File: config.mk
export PLATFORM = sky130hd
export DESIGN_NAME = usb2_tx_serializer
export DESIGN_NICKNAME = d
export VERILOG_FILES = /design/src/rtl/usb2_tx_serializer.sv
export SDC_FILE = /design/constraint.sdc
export NUM_CORES = 1
export LEC_CHECK = 0
export CAP_MARGIN = 20
export CORE_MARGIN = 1.5
export CORE_UTILIZATION = 35
export CTS_CLUSTER_DIAMETER = 60
export CTS_CLUSTER_SIZE = 10
export DETAILED_ROUTE_END_ITERATION = 16
export GPL_TIMING_DRIVEN = 1
export PLACE_DENSITY_LB_ADDON = 0.1
export SLEW_MARGIN = 20
export SYNTH_ARGS = -nofsm -noshare
export SYNTH_HDL_FRONTEND = slang
export SYNTH_SLANG_ARGS = --single-unit
File: constraint.sdc
create_clock -name clock -period 3.5 [get_ports clock]
set_input_delay 0.525 -clock clock [delete_from_list [all_inputs] [get_ports clock]]
set_output_delay 0.525 -clock clock [all_outputs]
set_load 0.02 [all_outputs]
File: src/rtl/usb2_tx_serializer.sv
// usb2_tx_serializer: byte-wide UTMI-style transmit path to an NRZI line.
// Sends SYNC, LSB-first data with bit stuffing, then EOP. One line bit every
// OVERSAMPLE clocks.
// Optional build macro: USB2_TX_HS_EOP_EN selects a high-speed style EOP
// (0xFE through NRZI with stuffing suppressed). Otherwise a full-speed
// SE0,SE0,J EOP is sent.
module usb2_tx_serializer #(
  parameter int OVERSAMPLE = 5
) (
  input  logic       clock,
  input  logic       reset,
  input  logic       tx_valid,
  input  logic [7:0] tx_data,
  output logic       tx_ready,
  output logic       tx_dp,
  output logic       tx_dm,
  output logic       tx_oe,
  output logic       tx_active
);

  localparam int TW = (OVERSAMPLE > 2) ? $clog2(OVERSAMPLE) : 1;

`ifdef USB2_TX_HS_EOP_EN
  localparam logic [7:0] HS_EOP_BYTE = 8'hFE;
`endif

  typedef enum logic [1:0] {
    ST_IDLE = 2'd0,
    ST_SYNC = 2'd1,
    ST_DATA = 2'd2,
    ST_EOP  = 2'd3
  } state_t;

  state_t        state_reg, state_next;
  logic [TW-1:0] tick_cnt_reg, tick_cnt_next;
  logic [3:0]    bit_cnt_reg, bit_cnt_next;   // bits emitted in current SYNC/byte/EOP
  logic [2:0]    ones_reg, ones_next;         // consecutive data ones on the line
  logic [7:0]    shift_reg, shift_next;
  logic          level_reg, level_next;       // NRZI level, 1 = J
  logic          dp_reg, dp_next;
  logic          dm_reg, dm_next;
  logic          oe_reg, oe_next;
  logic          active_reg, active_next;

  logic          tick;
  logic          do_emit;
  logic          emit_bit;
  logic          enter_eop;
  logic [3:0]    eop_idx;

  assign tick      = (tick_cnt_reg == TW'(OVERSAMPLE - 1));
  assign tx_dp     = dp_reg;
  assign tx_dm     = dm_reg;
  assign tx_oe     = oe_reg;
  assign tx_active = active_reg;

  // State and line registers; reset parks the line at J with the driver off.
  always_ff @(posedge clock) begin
    if (reset) begin
      state_reg    <= ST_IDLE;
      tick_cnt_reg <= '0;
      bit_cnt_reg  <= '0;
      ones_reg     <= '0;
      shift_reg    <= '0;
      level_reg    <= 1'b1;
      dp_reg       <= 1'b1;
      dm_reg       <= 1'b0;
      oe_reg       <= 1'b0;
      active_reg   <= 1'b0;
    end else begin
      state_reg    <= state_next;
      tick_cnt_reg <= tick_cnt_next;
      bit_cnt_reg  <= bit_cnt_next;
      ones_reg     <= ones_next;
      shift_reg    <= shift_next;
      level_reg    <= level_next;
      dp_reg       <= dp_next;
      dm_reg       <= dm_next;
      oe_reg       <= oe_next;
      active_reg   <= active_next;
    end
  end

  // Next-state, line symbol and handshake; everything except the tick
  // counter moves only on bit-tick cycles.
  always_comb begin
    state_next    = state_reg;
    tick_cnt_next = tick ? '0 : TW'(tick_cnt_reg + 1'b1);
    bit_cnt_next  = bit_cnt_reg;
    ones_next     = ones_reg;
    shift_next    = shift_reg;
    level_next    = level_reg;
    dp_next       = dp_reg;
    dm_next       = dm_reg;
    oe_next       = oe_reg;
    tx_ready      = 1'b0;
    do_emit       = 1'b0;
    emit_bit      = 1'b0;
    enter_eop     = 1'b0;
    eop_idx       = bit_cnt_reg;

    if (tick) begin
      case (state_reg)
        ST_IDLE: begin
          level_next = 1'b1;
          dp_next    = 1'b1;
          dm_next    = 1'b0;
          oe_next    = 1'b0;
          if (tx_valid) begin
            // SYNC bit 0 goes out on this same tick
            state_next   = ST_SYNC;
            do_emit      = 1'b1;
            emit_bit     = 1'b0;
            bit_cnt_next = 4'd1;
            ones_next    = '0;
            oe_next      = 1'b1;
          end
        end
        ST_SYNC: begin
          do_emit      = 1'b1;
          emit_bit     = (bit_cnt_reg == 4'd7);
          bit_cnt_next = bit_cnt_reg + 4'd1;
          if (bit_cnt_reg == 4'd7) begin
            // park at a byte boundary; the trailing SYNC 1 counts toward stuffing
            state_next = ST_DATA;
            ones_next  = 3'd1;
          end
        end
        ST_DATA: begin
          if (ones_reg == 3'd6) begin
            // stuffed 0; shift register and bit count hold
            do_emit   = 1'b1;
            emit_bit  = 1'b0;
            ones_next = '0;
          end else if (bit_cnt_reg == 4'd8) begin
            if (tx_valid) begin
              tx_ready     = 1'b1;
              do_emit      = 1'b1;
              emit_bit     = tx_data[0];
              shift_next   = {1'b0, tx_data[7:1]};
              bit_cnt_next = 4'd1;
              ones_next    = tx_data[0] ? 3'(ones_reg + 3'd1) : 3'd0;
            end else begin
              enter_eop = 1'b1;
            end
          end else begin
            do_emit      = 1'b1;
            emit_bit     = shift_reg[0];
            shift_next   = {1'b0, shift_reg[7:1]};
            bit_cnt_next = bit_cnt_reg + 4'd1;
            ones_next    = shift_reg[0] ? 3'(ones_reg + 3'd1) : 3'd0;
          end
        end
        default: ;
      endcase

      // EOP sequencing, shared by the entry tick and the EOP state itself
      if (enter_eop || (state_reg == ST_EOP)) begin
        eop_idx      = enter_eop ? 4'd0 : bit_cnt_reg;
        state_next   = ST_EOP;
        bit_cnt_next = eop_idx + 4'd1;
        ones_next    = '0;
        oe_next      = 1'b1;
`ifdef USB2_TX_HS_EOP_EN
        if (eop_idx < 4'd8) begin
          do_emit  = 1'b1;
          emit_bit = HS_EOP_BYTE[eop_idx[2:0]];
        end else begin
          state_next   = ST_IDLE;
          bit_cnt_next = '0;
          level_next   = 1'b1;
          dp_next      = 1'b1;
          dm_next      = 1'b0;
          oe_next      = 1'b0;
        end
`else
        if (eop_idx < 4'd2) begin
          dp_next = 1'b0;
          dm_next = 1'b0;
        end else if (eop_idx == 4'd2) begin
          level_next = 1'b1;
          dp_next    = 1'b1;
          dm_next    = 1'b0;
        end else begin
          state_next   = ST_IDLE;
          bit_cnt_next = '0;
          level_next   = 1'b1;
          dp_next      = 1'b1;
          dm_next      = 1'b0;
          oe_next      = 1'b0;
        end
`endif
      end

      // NRZI: a 0 toggles the level, a 1 holds it
      if (do_emit) begin
        level_next = emit_bit ? level_reg : ~level_reg;
        dp_next    = level_next;
        dm_next    = ~level_next;
      end
    end

    active_next = (state_next != ST_IDLE);
  end

endmodule

* Yosys cells after proc, flatten, opt, wreduce, memory -nomap -nowiden *
Index checks and enable logic that the tools add are counted.

word-level totals
  word-level logic and storage cells = 104
  input bits = 11
  flip-flop bits (word level) = 25

cells by class
  $lt $le $gt $ge = 1
  muxes and demuxes = 61
  bitwise gates (word level) = 3
  reductions and logical operators = 12
  equal/unequal tests = 13
  $add $sub $neg = 4

operators by type and width
  cell                                                number
  two-way mux 1 bit                                   33
  two-way mux 4 bit                                   7
  two-way mux 3 bit                                   8
  two-way mux 8 bit                                   2
  two-way mux 2 bit                                   6
  case mux 4 bit (3 select lines)                     1
  != test 3 bit, second input constant                3
  case mux 3 bit (3 select lines)                     1
  adder 4 x 1 -> 4 bit, second input constant         2
  adder 3 x 1 -> 3 bit, second input constant         2
  == test 3 bit, second input constant                2
  != test 5 bit, second input constant                1
  AND reduction 5 bit                                 1
  == test 2 bit, second input constant                2
  == test 4 x 2 -> 1 bit, second input constant       1
  == test 4 x 3 -> 1 bit, second input constant       1
  == test 4 bit, second input constant                1
  < comparator 4 x 2 -> 1 bit, second input constant  1
  case mux 2 bit (2 select lines)                     1
  AND reduction 2 bit                                 2
  AND reduction 4 bit                                 1
  nonzero test 2 bit                                  2
  nonzero test 4 bit                                  1
  inverter 1 bit                                      3
  9 further kinds                                     9

* Logic depth before layout (Yosys ltp) *
Gate-level depths: netlist of the first run.

  word-level depth = 12
  depth in mapped cells = 9

* Worst setup path before layout of the first run *
OpenSTA, ideal clock, no wires.

  path kind = register to output
  from = register bit_cnt_reg[1]
  to = output tx_ready
  arrival = 1,865 ps
  required time = 2,975 ps
  path slack = 1,110 ps
  cell stages (with the launch flop) = 7
  path through = dfxtp_1 -> clkbuf_1 -> inv_1 -> ha_1 -> nand3b_1 -> buf_2 -> nor4_1

on the way
  cells in the longest elaborated chain, start to end = 5

ends and longest elaborated chain
  item                      RTL line  RTL
  start: declaration        36        logic [3:0] bit_cnt_reg, bit_cnt_next;
  start signal: assignment  73        bit_cnt_reg <= bit_cnt_next;
  == test 4 bit             135       end else if (bit_cnt_reg == 4'd8) begin
  two-way mux 1 bit         135
  two-way mux 1 bit         130       if (ones_reg == 3'd6) begin
  two-way mux 1 bit         103       case (state_reg)
  two-way mux 1 bit         102       if (tick) begin
  end: declaration          14        output logic tx_ready,

Every way passes these cells.

* Final worst setup path of the first run *
  from = register state_reg[1]
  to = output tx_ready

on the way
  cells in the longest elaborated chain, start to end = 3

ends and longest elaborated chain
  item                      RTL line  RTL
  start: declaration        34        state_t state_reg, state_next;
  start signal: assignment  71        state_reg <= state_next;
  == test 2 bit             103
  two-way mux 1 bit         103
  two-way mux 1 bit         102

Every way passes these cells.

==> results.yml, run 1 <==
outcome:
  outcome: "completed"
cts:
  clock_latency_ns: 0.27
  hold_buffers: 0
  cts.htree.levels: 1
  cts_root_buf: "clkbuf_8"
  cts_sinks: 24
  post-cts-setup-buffer-count: 0
  cts_resized: 0
  tritoncts: "built"
  cts_buffers: 3
  clock_path_buffers: 2
  path_clk_slew_ns: 0.09
cells_and_area:
  fin_util_pct: 42.40
  n_fill_cell: 432
  antenna_cells: 0
  design_area_um2: 1872
  largest_reg_flops: 7
  final_common_cell: "dfxtp_1"
  final_layout_size_suffix_gt1_share_pct: 5.189
  mostFrequentLayoutCells: "dfxtp_1, nor2_1, clkdlybuf4s50_1"
  area_delta_synth_final_pct: 15.43
  fin_nets: 234
logic_synthesis:
  syn_nets: 224
  ys_warn_count: 0
  synth_cell_types: 44
  synth-edff-count: 0
  synth_xor_area_share_pct: 0.5401
  syn_inst: 203
  synth_flop_cell: "dfxtp_1"
  synthAdderAreaFrac_pct: 7.716
  ys_seq_elements: 24
  synth_compound_area_share_pct: 25.62
  synth_top_area_share_pct: 29.63
  yosysTopAreaCell: "dfxtp_1"
  synth-seq-area-share_pct: 29.63
  synth.area.mux_share_pct: 4.938
  synth-simple-area-share_pct: 25.15
  synth_top_family_by_area: "compound AO/OA/AOI/OAI gates"
  synthArstFlopShare_pct: 0
  synth_area_um2: 1622
  avgSynthCellArea_um2: 7.988
  synth.area.top_cells: "dfxtp_1, ha_1, mux2i_1, nor2_1, a211oi_1"
power_and_ir_drop:
  p_int_mw: 0.4650
  leakagePower_nw: 0.6950
  netSwitchingFraction_pct: 22.58
  switchingPower_mw: 0.1356
  power.density_nw_per_um2: 320.9
  pwr-share-clk_pct: 41.1
  ir_drop_v: 0.0002330
  p_total_mw: 0.6006
  seqPwrFrac_pct: 47.4
  combPwrFrac_pct: 11.5
floorplanning:
  start_util_pct: 36.73
  core-area_um2: 4414
  die_width_um: 71.07
  die_y_um: 71.07
  fp.dieArea_um2: 5050
  ios: 16
  rows: 24
placement:
  dp_hpwl_um: 2902
  placed_area_um2: 1800
  place_congestion: 0.8518
  numPortBuffers: 15
global_routing:
  grt-ovfl-total: 0
  use_met1_pct: 23.37
  grt_busiest_layer: "met2"
  grt_max_degree: 22
  grt_pass1_wl_um: 6872
  groute.usage.overall_pct: 16.82
  use_met2_pct: 26.48
  antenna_found_initial: 0
  grt_pass1_vias: 1448
  grt_use_met3_pct: 3.419
routing:
  num_vias: 1555
  ant_nets: 0
  drt_iter0_drc: 125
  routed_via_density: 5.890
  first_pass_iters: 4
  drc_errors: 0
  post_drt_wl_per_cell_um: 14.91
  routed_wl_um: 3936
sta:
  fin_crit_sh_pct: 89.99
  setup_violations: 0
  setup_tns_ns: 0
  slew_violations: 0
  relSlewSlack_pct: 58.97
  fmax_mhz: 317.5
  tightest_slew_ns: 0.6127
  worst_clock_skew_ns: 0.005487
  hold_ws_ns: 0.4695
  period_minus_slack_ns: 3.149
  rsz0062_at_grt: "false"
  hold_viol_final: 0
hold_path:
  hp-class: "register to register"
run:
  drv_cap: 0
setup_path:
  cp.required_ns: 2.97
  crit_arrival_ns: 2.62
  startpoint_type: "register"
  path_class: "register to primary output"
  worstPathMaxFanout: 12
  end_kind: "primary output"
power groups by stage:
stage	Sequential, mW	Combinational (mW)	Clock [mW]
2_1_floorplan	0.291	0.0421	0
3_3_place_gp	0.291	0.0688	0
3_5_place_dp	0.291	0.0689	0
4_1_cts	0.285	0.0692	0.257
5_1_grt	0.286	0.0774	0.269
6_report	0.285	0.0693	0.247
metrics by stage:
step                worst slack, ns  std cells
global placement             0.7367        260
floorplan                     1.110        203
detailed placement           0.6487        260
global route                 0.1811        264
CTS                          0.3135        264
finish                       0.3505        264
worst max-delay path, cell delays in order (launching register included):
cell and delay [ns]:
dfxtp_1 0.48, ha_1 0.42, a21bo_2 0.34, nor4_1 0.43, clkdlybuf4s50_1 0.69
worst paths after layout:
check / to / cells after the start / from / slack, ns
max reg2reg: ones_reg[1]$_SDFFE_PP0P_ / 6 / state_reg[1]$_SDFF_PP0_ / 0.96
min reg2reg: tick_cnt_reg[0]$_SDFF_PP0_ / 1 / tick_cnt_reg[0]$_SDFF_PP0_ / 0.47
min: tick_cnt_reg[0]$_SDFF_PP0_ / 1 / tick_cnt_reg[0]$_SDFF_PP0_ / 0.47
max: tx_ready / 4 / state_reg[1]$_SDFF_PP0_ / 0.35
per-layer routing:
metal / share of wire, % / vias to the layer above
met5: 0 / -
met4: 1.7 / 0
met3: 4.6 / 8
met2: 46 / 43
met1: 47 / 737
li1: - / 767
synthesized netlist by cell type (all sizes together), types with 2 or more instances:
cell / number
dfxtp: 24
nor2: 21
o21ai: 13
nand2: 12
nor3: 11
a21oi: 10
ha: 10
inv: 10
a211oi: 9
clkbuf: 8
mux2i: 8
buf: 6
nand3: 6
nor2b: 6
a22oi: 4
a31oi: 4
nand3b: 4
a21o: 3
o211ai: 3
o22ai: 3
o32ai: 3
a311oi: 2
and4b: 2
nand2b: 2
or4: 2
cells by family (layout without fill, tap and decap cells):
kind of cell / count (synthesis) / count (layout)
AND/OR/NAND/NOR: 74 / 74
buffers and inverters: 24 / 33
XOR/XNOR: 1 / 1
AO/OA/AOI/OAI: 62 / 62
adder cells (fa/ha/maj): 10 / 10
multiplexers: 8 / 8
flip-flops: 24 / 24
layout make-up:
class / count / area (µm²) / area share [%]
clock buffer: 3 / 41.29 / 2.206
inverter: 10 / 37.54 / 2.005
clock inverter: 1 / 30.03 / 1.604
timing repair buffer: 19 / 180.2 / 9.626
multi-input combinational: 155 / 1037 / 55.41
tap: 52 / 65.06 / 3.476
sequential: 24 / 480.5 / 25.67
No activity file was read; power rests on OpenSTA's default activity.
==> run 2: changes to the inputs <==
CORE_ASPECT_RATIO = 0.6   (was default)
DONT_BUFFER_PORTS = 1   (was default)
==> run 2 against run 1 <==
Sequential share of layout area up 2.6 points; first-iteration DRC count down 30%; register-to-register slack worse by 0.07 ns; worst setup slack better by 0.31 ns; count of clock-buffer cells in the layout up 1; die area up 0.27%; non-clock buffer count down 17; clock skew down 0.0024 ns; hold slack worse by 0.16 ns; sequential power about the same; final area down 9.2%; flip-flop and latch count unchanged; largest cell class unchanged.
==> results.yml, run 2 (same netlist as run 1, synthesis figures left out) <==
outcome:
  outcome: "completed"
global_routing:
  antenna_found_initial: 0
  groute.usage.overall_pct: 16.57
  grt-ovfl-total: 0
  grt_pass1_vias: 1358
  grt_max_degree: 23
  grt_pass1_wl_um: 6706
cells_and_area:
  fin_nets: 217
  area_delta_synth_final_pct: 4.861
  final_common_cell: "dfxtp_1"
  final_layout_size_suffix_gt1_share_pct: 4.615
  largest_reg_flops: 7
  fin_util_pct: 39.74
  multi_input_area_um2: 1037
  register_area_um2: 480.5
  antenna_cells: 0
  n_fill_cell: 448
  mostFrequentLayoutCells: "dfxtp_1, nor2_1, nand2_1"
floorplanning:
  rows: 18
  die_y_um: 55.73
  start_util_pct: 37.89
  core-area_um2: 4279
  fp.dieArea_um2: 5064
  die_width_um: 90.88
  ios: 16
hold_path:
  hp-class: "primary input to register"
routing:
  routed_wl_um: 4108
  post_drt_wl_per_cell_um: 16.11
  drt_iter0_drc: 87
  ant_nets: 0
  first_pass_iters: 4
  drc_errors: 0
  num_vias: 1487
  routed_via_density: 5.831
sta:
  relSlewSlack_pct: 46.44
  period_minus_slack_ns: 2.837
  layout_setup_ws_ns: 0.6627
  setup_tns_ns: 0
  slew_violations: 0
  hold_viol_final: 0
  tightest_slew_ns: 0.8009
  worst_clock_skew_ns: 0.003113
  fmax_mhz: 352.4
  rsz0062_at_grt: "false"
  fin_crit_sh_pct: 81.07
  setup_violations: 0
cts:
  clock_path_buffers: 2
  cts_root_buf: "clkbuf_8"
  hold_buffers: 0
  cts_buffers: 3
  tritoncts: "built"
  path_clk_slew_ns: 0.09
  clock_latency_ns: 0.27
  cts.htree.levels: 1
  cts_sinks: 24
  cts_resized: 0
  post-cts-setup-buffer-count: 0
setup_path:
  worstPathMaxFanout: 16
  cp.buffers_inverters: 2
  startpoint_type: "register"
  cp.required_ns: 2.97
  slowest_delay_ns: 0.57
  end_kind: "primary output"
  crit_family: "simple AND/OR/NAND/NOR gates"
  path_class: "register to primary output"
  crit_slowest_cell: "nand3b_1"
  crit_arrival_ns: 2.31
  worstPathCellList: "inv_1, ha_1, nand3b_1, nor4_1, buf_4"
placement:
  place_congestion: 0.8955
  numPortBuffers: 0
  dp_hpwl_um: 3009
  dpl_worst_slack_ns: 0.9139
power_and_ir_drop:
  leakagePower_nw: 0.6226
  power.density_nw_per_um2: 310.3
  ir_drop_v: 0.0001604
run:
  drv_cap: 0
-- run 2: cell types whose count changed in the layout (fill, tap and decap cells not counted) --
cell / delta
buf_4: -2
bufinv_16: -1
clkbuf_8: +1
clkdlybuf4s50_1: -15
-- run 2: per-stage QoR --
stage / hold slack, ns / cell area [µm²] / std cells / total power, mW
2_1_floorplan: 0.4323 / 1622 / 203 / 0.3329
3_3_place_gp: 0.4504 / 1645 / 251 / 0.3380
3_5_place_dp: 0.4518 / 1645 / 251 / 0.3386
4_1_cts: 0.3038 / 1700 / 255 / 0.5334
5_1_grt: 0.2937 / 1700 / 255 / 0.5522
6_report: 0.3107 / 1700 / 255 / 0.5277
-- run 2: report_power, final --
group	switching [mW]	internal (mW)	leakage [nW]	total [mW]
combinational	0.0268	0.0196	0.400	0.0465
clock	0.0944	0.101	0.0288	0.195
sequential	0.00715	0.279	0.194	0.286
total	0.128	0.399	0.623	0.528
-- run 2: area by class of cell --
class | instances | area share (%)
Multi-Input combinational cell | 155 | 61.00
Timing Repair Buffer | 2 | 0.8830
Sequential cell | 24 | 28.26
Clock buffer | 4 | 3.238
Tap cell | 60 | 4.415
Inverter | 10 | 2.208
-- run 2: path summary, 6_finish.rpt --
path | start | endpoint | slack [ns] | cells after the start
max | bit_cnt_reg[0]$_SDFFE_PP0P_ | tx_ready | 0.66 | 5
min | reset | shift_reg[0]$_SDFFE_PP0P_ | 0.31 | 1
max reg2reg | bit_cnt_reg[1]$_SDFFE_PP0P_ | ones_reg[1]$_SDFFE_PP0P_ | 0.89 | 7
min reg2reg | tick_cnt_reg[0]$_SDFF_PP0_ | tick_cnt_reg[0]$_SDFF_PP0_ | 0.47 | 1
-- run 2: routing by layer --
metal | up-vias | wire (µm) | GRT usage [%]
met1 | 694 | 2129 | 25.10
met3 | 5 | 328 | 5.738
met2 | 54 | 1628 | 22.88
met4 | 0 | 21 | 1.786
met5 | - | 0 | 0
li1 | 734 | - | -
